==> config.mk <==
export PLATFORM = sky130hd
export DESIGN_NAME = adc_scan_sequencer
export DESIGN_NICKNAME = d
export VERILOG_FILES = /design/src/rtl/tlc1543_pkg.sv /design/src/rtl/edgedetect.sv /design/src/rtl/adc_scan_sequencer.sv
export SDC_FILE = /design/constraint.sdc
export NUM_CORES = 1
export LEC_CHECK = 0
export ABC_AREA = 0
export CAP_MARGIN = 20
export CELL_PAD_IN_SITES_DETAIL_PLACEMENT = 0
export CELL_PAD_IN_SITES_GLOBAL_PLACEMENT = 1
export CORE_ASPECT_RATIO = 1.2
export CORE_UTILIZATION = 43
export DETAILED_ROUTE_END_ITERATION = 6
export PLACE_DENSITY_LB_ADDON = 0.1
export SLEW_MARGIN = 20
export SYNTH_ARGS = -nofsm -noshare
export SYNTH_HDL_FRONTEND = slang
export SYNTH_SLANG_ARGS = --single-unit
export TNS_END_PERCENT = 30
==> constraint.sdc <==
create_clock -name clk_in -period 2.8 [get_ports clk_in]
set_clock_uncertainty 0.2 [all_clocks]
set_input_delay 0.56 -clock clk_in [delete_from_list [all_inputs] [get_ports clk_in]]
set_output_delay 0.56 -clock clk_in [all_outputs]
set_load 0.005 [all_outputs]
==> src/rtl/tlc1543_pkg.sv <==
`default_nettype none
// ============================================================================
//  Module   : tlc1543_pkg
//  Brief    : Shared widths, scan-state encoding and channel-pick helpers.
//  Revision : 1.0 - initial release
// ============================================================================
package tlc1543_pkg;

    localparam int NUM_CH = 14;
    localparam int CH_W   = 4;
    localparam int DATA_W = 10;

    typedef enum logic [2:0] {
        ST_IDLE  = 3'd0,
        ST_PICK  = 3'd1,
        ST_ISSUE = 3'd2,
        ST_WAIT  = 3'd3,
        ST_GAP   = 3'd4,
        ST_STORE = 3'd5
    } scan_state_t;

    typedef struct packed {
        logic            wrap;
        logic [CH_W-1:0] idx;
    } pick_t;

    // Next set bit above cur; wrap=1 means nothing above, idx is then the lowest set bit.
    function automatic pick_t next_set_bit(input logic [NUM_CH-1:0] mask,
                                           input logic [CH_W-1:0]   cur);
        pick_t res;
        res.wrap = 1'b1;
        res.idx  = '0;
        for (int k = NUM_CH - 1; k >= 0; k--) begin
            if (mask[k] && (k > int'(cur))) begin
                res.idx  = CH_W'(k);
                res.wrap = 1'b0;
            end
        end
        if (res.wrap) begin
            for (int k = NUM_CH - 1; k >= 0; k--) begin
                if (mask[k]) begin
                    res.idx = CH_W'(k);
                end
            end
        end
        return res;
    endfunction

    function automatic logic [CH_W-1:0] lowest_set_bit(input logic [NUM_CH-1:0] mask);
        logic [CH_W-1:0] idx;
        idx = '0;
        for (int k = NUM_CH - 1; k >= 0; k--) begin
            if (mask[k]) begin
                idx = CH_W'(k);
            end
        end
        return idx;
    endfunction

endpackage
`default_nettype wire

==> src/rtl/edgedetect.sv <==
`default_nettype none
// ============================================================================
//  Module   : edgedetect
//  Brief    : Rising-edge detector against a registered copy of the input.
//  Revision : 1.0 - initial release
// ============================================================================
module edgedetect (
    input  logic clk,
    input  logic rst_n,
    input  logic d,
    output logic rise
);

    logic r_d;

    always_ff @(posedge clk or negedge rst_n) begin
        if (!rst_n) begin
            r_d <= 1'b0;
        end else begin
            r_d <= d;
        end
    end

    assign rise = d & ~r_d;

endmodule
`default_nettype wire

==> src/rtl/adc_scan_sequencer.sv <==
`default_nettype none
// ============================================================================
//  Module   : adc_scan_sequencer
//  Brief    : Round-robin TLC1543 channel scanner with per-channel averaging
//             and a 14x10 result bank.
//  Revision : 1.0 - initial release
// ============================================================================
module adc_scan_sequencer
    import tlc1543_pkg::*;
#(
    parameter int unsigned AVG_LOG2       = 2,
    parameter int unsigned TIMEOUT_CYCLES = 100_000
) (
    input  logic              clk_in,
    input  logic              reset_n,
    input  logic              enable,
    input  logic [NUM_CH-1:0] chan_mask,
    output logic              start_sig,
    output logic [CH_W-1:0]   channel,
    input  logic [DATA_W-1:0] adc_data,
    input  logic              adc_valid,
    output logic              res_valid,
    output logic [CH_W-1:0]   res_channel,
    output logic [DATA_W-1:0] res_data,
    output logic              scan_done,
    output logic [NUM_CH-1:0] valid_mask,
    output logic              timeout_err,
    input  logic [CH_W-1:0]   rd_chan,
    output logic [DATA_W-1:0] rd_data
);

    localparam int unsigned c_ACC_W = DATA_W + AVG_LOG2;
    localparam int unsigned c_CNT_W = AVG_LOG2 + 1;
    localparam int unsigned c_TMR_W = $clog2(TIMEOUT_CYCLES + 1);
    localparam logic [c_CNT_W-1:0] c_NUM_SAMPLES = c_CNT_W'(1 << AVG_LOG2);
    localparam logic [c_TMR_W-1:0] c_TMR_LAST    = c_TMR_W'(TIMEOUT_CYCLES - 1);

    scan_state_t         r_state;
    logic [NUM_CH-1:0]   r_scan_mask;
    logic [CH_W-1:0]     r_cur_ch;
    logic [c_ACC_W-1:0]  r_acc;
    logic [c_CNT_W-1:0]  r_n;
    logic [c_TMR_W-1:0]  r_timer;
    logic                r_first;
    logic                r_skip;
    logic [DATA_W-1:0]   r_bank [NUM_CH];

    logic                w_valid_rise;
    pick_t               w_next;
    logic [CH_W-1:0]     w_lowest;
    logic [DATA_W-1:0]   w_avg;

    edgedetect u_valid_edge (
        .clk   (clk_in),
        .rst_n (reset_n),
        .d     (adc_valid),
        .rise  (w_valid_rise)
    );

    assign w_next   = next_set_bit(r_scan_mask, r_cur_ch);
    assign w_lowest = lowest_set_bit(chan_mask);
    assign w_avg    = DATA_W'(r_acc >> AVG_LOG2);

    always_comb begin
        rd_data = '0;
        for (int k = 0; k < NUM_CH; k++) begin
            if (rd_chan == CH_W'(k)) begin
                rd_data = r_bank[k];
            end
        end
    end

    always_ff @(posedge clk_in or negedge reset_n) begin
        if (!reset_n) begin
            r_state     <= ST_IDLE;
            r_scan_mask <= '0;
            r_cur_ch    <= '0;
            r_acc       <= '0;
            r_n         <= '0;
            r_timer     <= '0;
            r_first     <= 1'b0;
            r_skip      <= 1'b0;
            start_sig   <= 1'b0;
            channel     <= '0;
            res_valid   <= 1'b0;
            res_channel <= '0;
            res_data    <= '0;
            scan_done   <= 1'b0;
            valid_mask  <= '0;
            timeout_err <= 1'b0;
            for (int k = 0; k < NUM_CH; k++) begin
                r_bank[k] <= '0;
            end
        end else begin
            res_valid <= 1'b0;
            scan_done <= 1'b0;
            if (!enable) begin
                timeout_err <= 1'b0;
            end

            case (r_state)
                ST_IDLE: begin
                    r_acc  <= '0;
                    r_n    <= '0;
                    r_skip <= 1'b0;
                    if (enable && (chan_mask != '0)) begin
                        r_scan_mask <= chan_mask;
                        r_first     <= 1'b1;
                        r_state     <= ST_PICK;
                    end
                end

                // A new pass (first pick or wrap) picks up the live mask.
                ST_PICK: begin
                    if (!enable) begin
                        r_state <= ST_IDLE;
                    end else if (r_first || w_next.wrap) begin
                        r_first     <= 1'b0;
                        r_scan_mask <= chan_mask;
                        if (chan_mask == '0) begin
                            r_state <= ST_IDLE;
                        end else begin
                            r_cur_ch  <= w_lowest;
                            channel   <= w_lowest;
                            start_sig <= 1'b1;
                            r_state   <= ST_ISSUE;
                        end
                    end else begin
                        r_cur_ch  <= w_next.idx;
                        channel   <= w_next.idx;
                        start_sig <= 1'b1;
                        r_state   <= ST_ISSUE;
                    end
                end

                ST_ISSUE: begin
                    r_timer <= '0;
                    r_state <= ST_WAIT;
                end

                ST_WAIT: begin
                    if (w_valid_rise) begin
                        start_sig <= 1'b0;
                        r_acc     <= r_acc + c_ACC_W'(adc_data);
                        r_n       <= r_n + 1'b1;
                        r_state   <= ST_GAP;
                    end else if (r_timer == c_TMR_LAST) begin
                        start_sig <= 1'b0;
                        if (enable) begin
                            timeout_err <= 1'b1;
                        end
                        r_acc   <= '0;
                        r_n     <= '0;
                        r_skip  <= 1'b1;
                        r_state <= ST_GAP;
                    end else begin
                        r_timer <= r_timer + 1'b1;
                    end
                end

                ST_GAP: begin
                    if (!adc_valid) begin
                        if (!enable) begin
                            r_state <= ST_IDLE;
                        end else if (r_skip) begin
                            r_skip  <= 1'b0;
                            r_state <= ST_PICK;
                        end else if (r_n == c_NUM_SAMPLES) begin
                            r_state <= ST_STORE;
                        end else begin
                            start_sig <= 1'b1;
                            r_state   <= ST_ISSUE;
                        end
                    end
                end

                ST_STORE: begin
                    for (int k = 0; k < NUM_CH; k++) begin
                        if (r_cur_ch == CH_W'(k)) begin
                            r_bank[k]     <= w_avg;
                            valid_mask[k] <= 1'b1;
                        end
                    end
                    res_valid   <= 1'b1;
                    res_channel <= r_cur_ch;
                    res_data    <= w_avg;
                    scan_done   <= w_next.wrap;
                    r_acc       <= '0;
                    r_n         <= '0;
                    r_state     <= enable ? ST_PICK : ST_IDLE;
                end

                default: begin
                    start_sig <= 1'b0;
                    r_state   <= ST_IDLE;
                end
            endcase
        end
    end

endmodule
`default_nettype wire
==> results.sh, run 1 <==
export IMPL_powerDensity_nw_per_um2=693.0
export IMPL_start_util_pct=43.86
export IMPL_detail_route_wl_per_cell_um=19.26
export IMPL_required_ns=2.04
export IMPL_hpwl_um=20920
export IMPL_antenna_found_initial=0
export IMPL_synth_top_area_cell="dfrtp_1"
export IMPL_root_buffer="clkbuf_16"
export IMPL_place_congestion=0.9298
export IMPL_worstMarginPinSlew_ns=0.8200
export IMPL_grt_pass1_vias=8454
export IMPL_fin_crit_sh_pct=107.3
export IMPL_worst_ep_arrival_time_ns=2.24
export IMPL_path_class="reg -> out"
export IMPL_row_count=64
export IMPL_drt_first_pass_iters=4
export IMPL_power_leakage_nw=6.852
export IMPL_fin_cells=1526
export IMPL_synth_most_common_cell="dfrtp_1"
export IMPL_slew_violations=0
export IMPL_vias=8334
export IMPL_cts_tree="built"
export IMPL_synth_ff_type="dfrtp_1"
export IMPL_fin_nets=1224
export IMPL_fp_dieW_um=149.6
export IMPL_synthArstFlopShare_pct=100.0
export IMPL_p_total_w=0.009971
export IMPL_reg2reg_slack_ns=0.18
export IMPL_status="complete, but fails checks"
export IMPL_ios=78
export IMPL_ys_ff_latch=227
export IMPL_critPathLaunchType="register"
export IMPL_grt_max_degree=69
export IMPL_timing_setup_tns_ns=-0.7064
export IMPL_cap_violations=0
export IMPL_max_vdd_ir_drop_mv=0.4312
export IMPL_grt_overflow=0
export IMPL_cts_inserted_buffers=25
export IMPL_synth_fp_nets=1030
export IMPL_hold_class="reg -> reg"
export IMPL_setup_ws_ns=-0.2042
export IMPL_yosys_warnings=0
export IMPL_synthDominantCellAreaShare_pct=50.55
export IMPL_cp_slowest_stage_delay_ns=0.53
export IMPL_path_max_fanout=2
export IMPL_endpoint_kind="output port"
export IMPL_netlist_top_cells_area="dfrtp_1 (51%), mux2_2 (17%), o21ai_0 (2.3%)"
export IMPL_grt_first_pass_wirelength_um=47150
export IMPL_core_area_um2=25620
export IMPL_insertedDiodeCount=0
export IMPL_violations="setup timing"
export IMPL_drtAntennaViolNets=0
export IMPL_synthTopCellsByCount="dfrtp_1 (227), mux2_2 (165), nor2_1 (62)"
export IMPL_clk_pin_slew_ns=0.06
export IMPL_setup_viol=6
export IMPL_hold_viol=0
export IMPL_h_tree_depth=1
export IMPL_clock_sinks=227
export IMPL_clk_latency_ns=0.53
export IMPL_cts_buffer_depth=3
export IMPL_netlist_area_um2=11240
export IMPL_drive_gt1_share_pct=36.79
export IMPL_place_ws_ns=-0.7824
export IMPL_timing_slew_headroom_pct=45.34
export IMPL_dp_cells=1475
export IMPL_grt_use_total_pct=23.01
export IMPL_synthCells=984
export IMPL_period_needed_ns=3.004
export IMPL_drt_iter0_drc=360
export IMPL_avgSynthCellArea_um2=11.42
export IMPL_drc=0
export IMPL_synth_distinct_cells=71
export IMPL_synth_enable_flop_cells=0
export IMPL_ys_seq_area_share_pct=50.55
export IMPL_numPortBuffers=77
export IMPL_vias_per_cell=5.461
export IMPL_slowest_stage="mux4_2"
export IMPL_wirelength_um=29400
export IMPL_fmax_ghz=0.3329
export IMPL_die_height_um=179.1
export IMPL_dieArea_um2=26790
export IMPL_areaGrowthSynthToFinish_pct=28.03
export IMPL_rsz0062_at_grt="yes"
export IMPL_crit_path_cell_trace="mux4_2 -> nor2_2 -> nor3_2 -> o22ai_1 -> a22oi_2 -> a221o_1 -> buf_2"
==> sequential cells by signal (all words and copies together), names as in the netlist <==
name,count
r_skip,1
valid_mask,14
r_cur_ch,4
r_scan_mask,13
r_n,3
r_state,3
r_first,1
scan_done,1
res_valid,1
res_data,10
r_timer,17
timeout_err,1
start_sig,1
res_channel,4
u_valid_edge.r_d,1
r_acc,12
r_bank,140
==> stage by stage <==
step	hold slack (ns)	utilization (%)	cell area, um^2
6_report	0.2632	56.15	14390
5_1_grt	0.2789	56.15	14390
4_1_cts	0.2658	55.84	14310
3_5_place_dp	0.2512	51.98	13320
3_3_place_gp	0.2482	51.98	13320
2_1_floorplan	0.06441	-	11240
==> worst paths after layout <==
kind	from	to	cells past startpoint
hold / removal	valid_mask[3]	valid_mask[3]	1
setup / recovery	r_bank[106]	rd_data[6]	7
setup reg to reg	r_cur_ch[2]	r_cur_ch[0]	8
max in group asynchronous	reset_n	r_n[1]	3
min in group asynchronous	reset_n	r_bank[74]	2
hold reg to reg	valid_mask[3]	valid_mask[3]	1
==> cells in the final DEF (no fill, tap or decap), types with 19 or more instances in the layout <==
cell type	instances
nand3_1	29
dfrtp_1	225
inv_1	19
clkbuf_16	25
nor2_1	61
nand2_1	56
mux2_2	163
o21ai_0	47
buf_4	138
a21oi_1	37
clkdlybuf4s50_1	62
==> cell families (layout without fill, tap and decap cells) <==
kind of cell	Yosys count	in the layout	synth area share, %
compound gates	194	194	11.48
fa+ha+maj	14	14	1.626
buf+inv	83	295	3.039
xor+xnor	21	21	1.637
flops	227	227	50.55
mux	196	196	20.61
simple gates	249	249	11.07
==> routing by layer <==
| layer | vias to the layer above | GRT usage (%) | wire length [um] |
|---|---|---|---|
| met4 | 0 | 7.568 | 935 |
| met3 | 53 | 3.486 | 1113 |
| met1 | 4171 | 29.88 | 12970 |
| met2 | 149 | 39.10 | 14380 |
| met5 | - | 0 | 0 |
| li1 | 3961 | - | - |
==> worst max-delay path: cells and delay by family, from the launching register on <==
family / cells / cell delay, ns
muxes: 1 / 0.53
buffers and inverters: 1 / 0.13
DFF: 1 / 0.37
and+or+nand+nor: 2 / 0.16
AOI/OAI and AO/OA: 3 / 0.52
==> power by group <==
part | total, W | switching [W] | leakage [nW] | internal (W)
clock network | 0.00317 | 0.00132 | 0.397 | 0.00185
registers | 0.00392 | 0.000310 | 3.12 | 0.00361
logic | 0.00287 | 0.00139 | 3.34 | 0.00149
==> what timing repair did <==
item	in CTS	in global routing
gates resized for setup	80	21
cloned	1	0
setup buffers	4	1
endpoints found under the setup margin	23	27
endpoints found under the hold margin	51	0
hold buffers	1	0
pin swaps	26	16
==> area by class of cell <==
cell class	count	area (um^2)
fill	2251	11240
clock inverter	6	33.78
tap	330	412.9
multi-input combinational	674	5394
clock buffer	39	758.2
inverter	21	81.33
sequential	227	5683
timing repair buffer	229	2026
No activity file was read; power rests on OpenSTA's default activity.
==> inputs of run 2 (changes only) <==
--- a/config.mk
+++ b/config.mk
@@ -5,7 +5,6 @@
 export SDC_FILE = /design/constraint.sdc
 export NUM_CORES = 1
 export LEC_CHECK = 0
-export ABC_AREA = 0
 export CAP_MARGIN = 20
 export CELL_PAD_IN_SITES_DETAIL_PLACEMENT = 0
 export CELL_PAD_IN_SITES_GLOBAL_PLACEMENT = 1
==> results of run 2 <==
Final layout, timing and power as in run 1 (identical DEF).
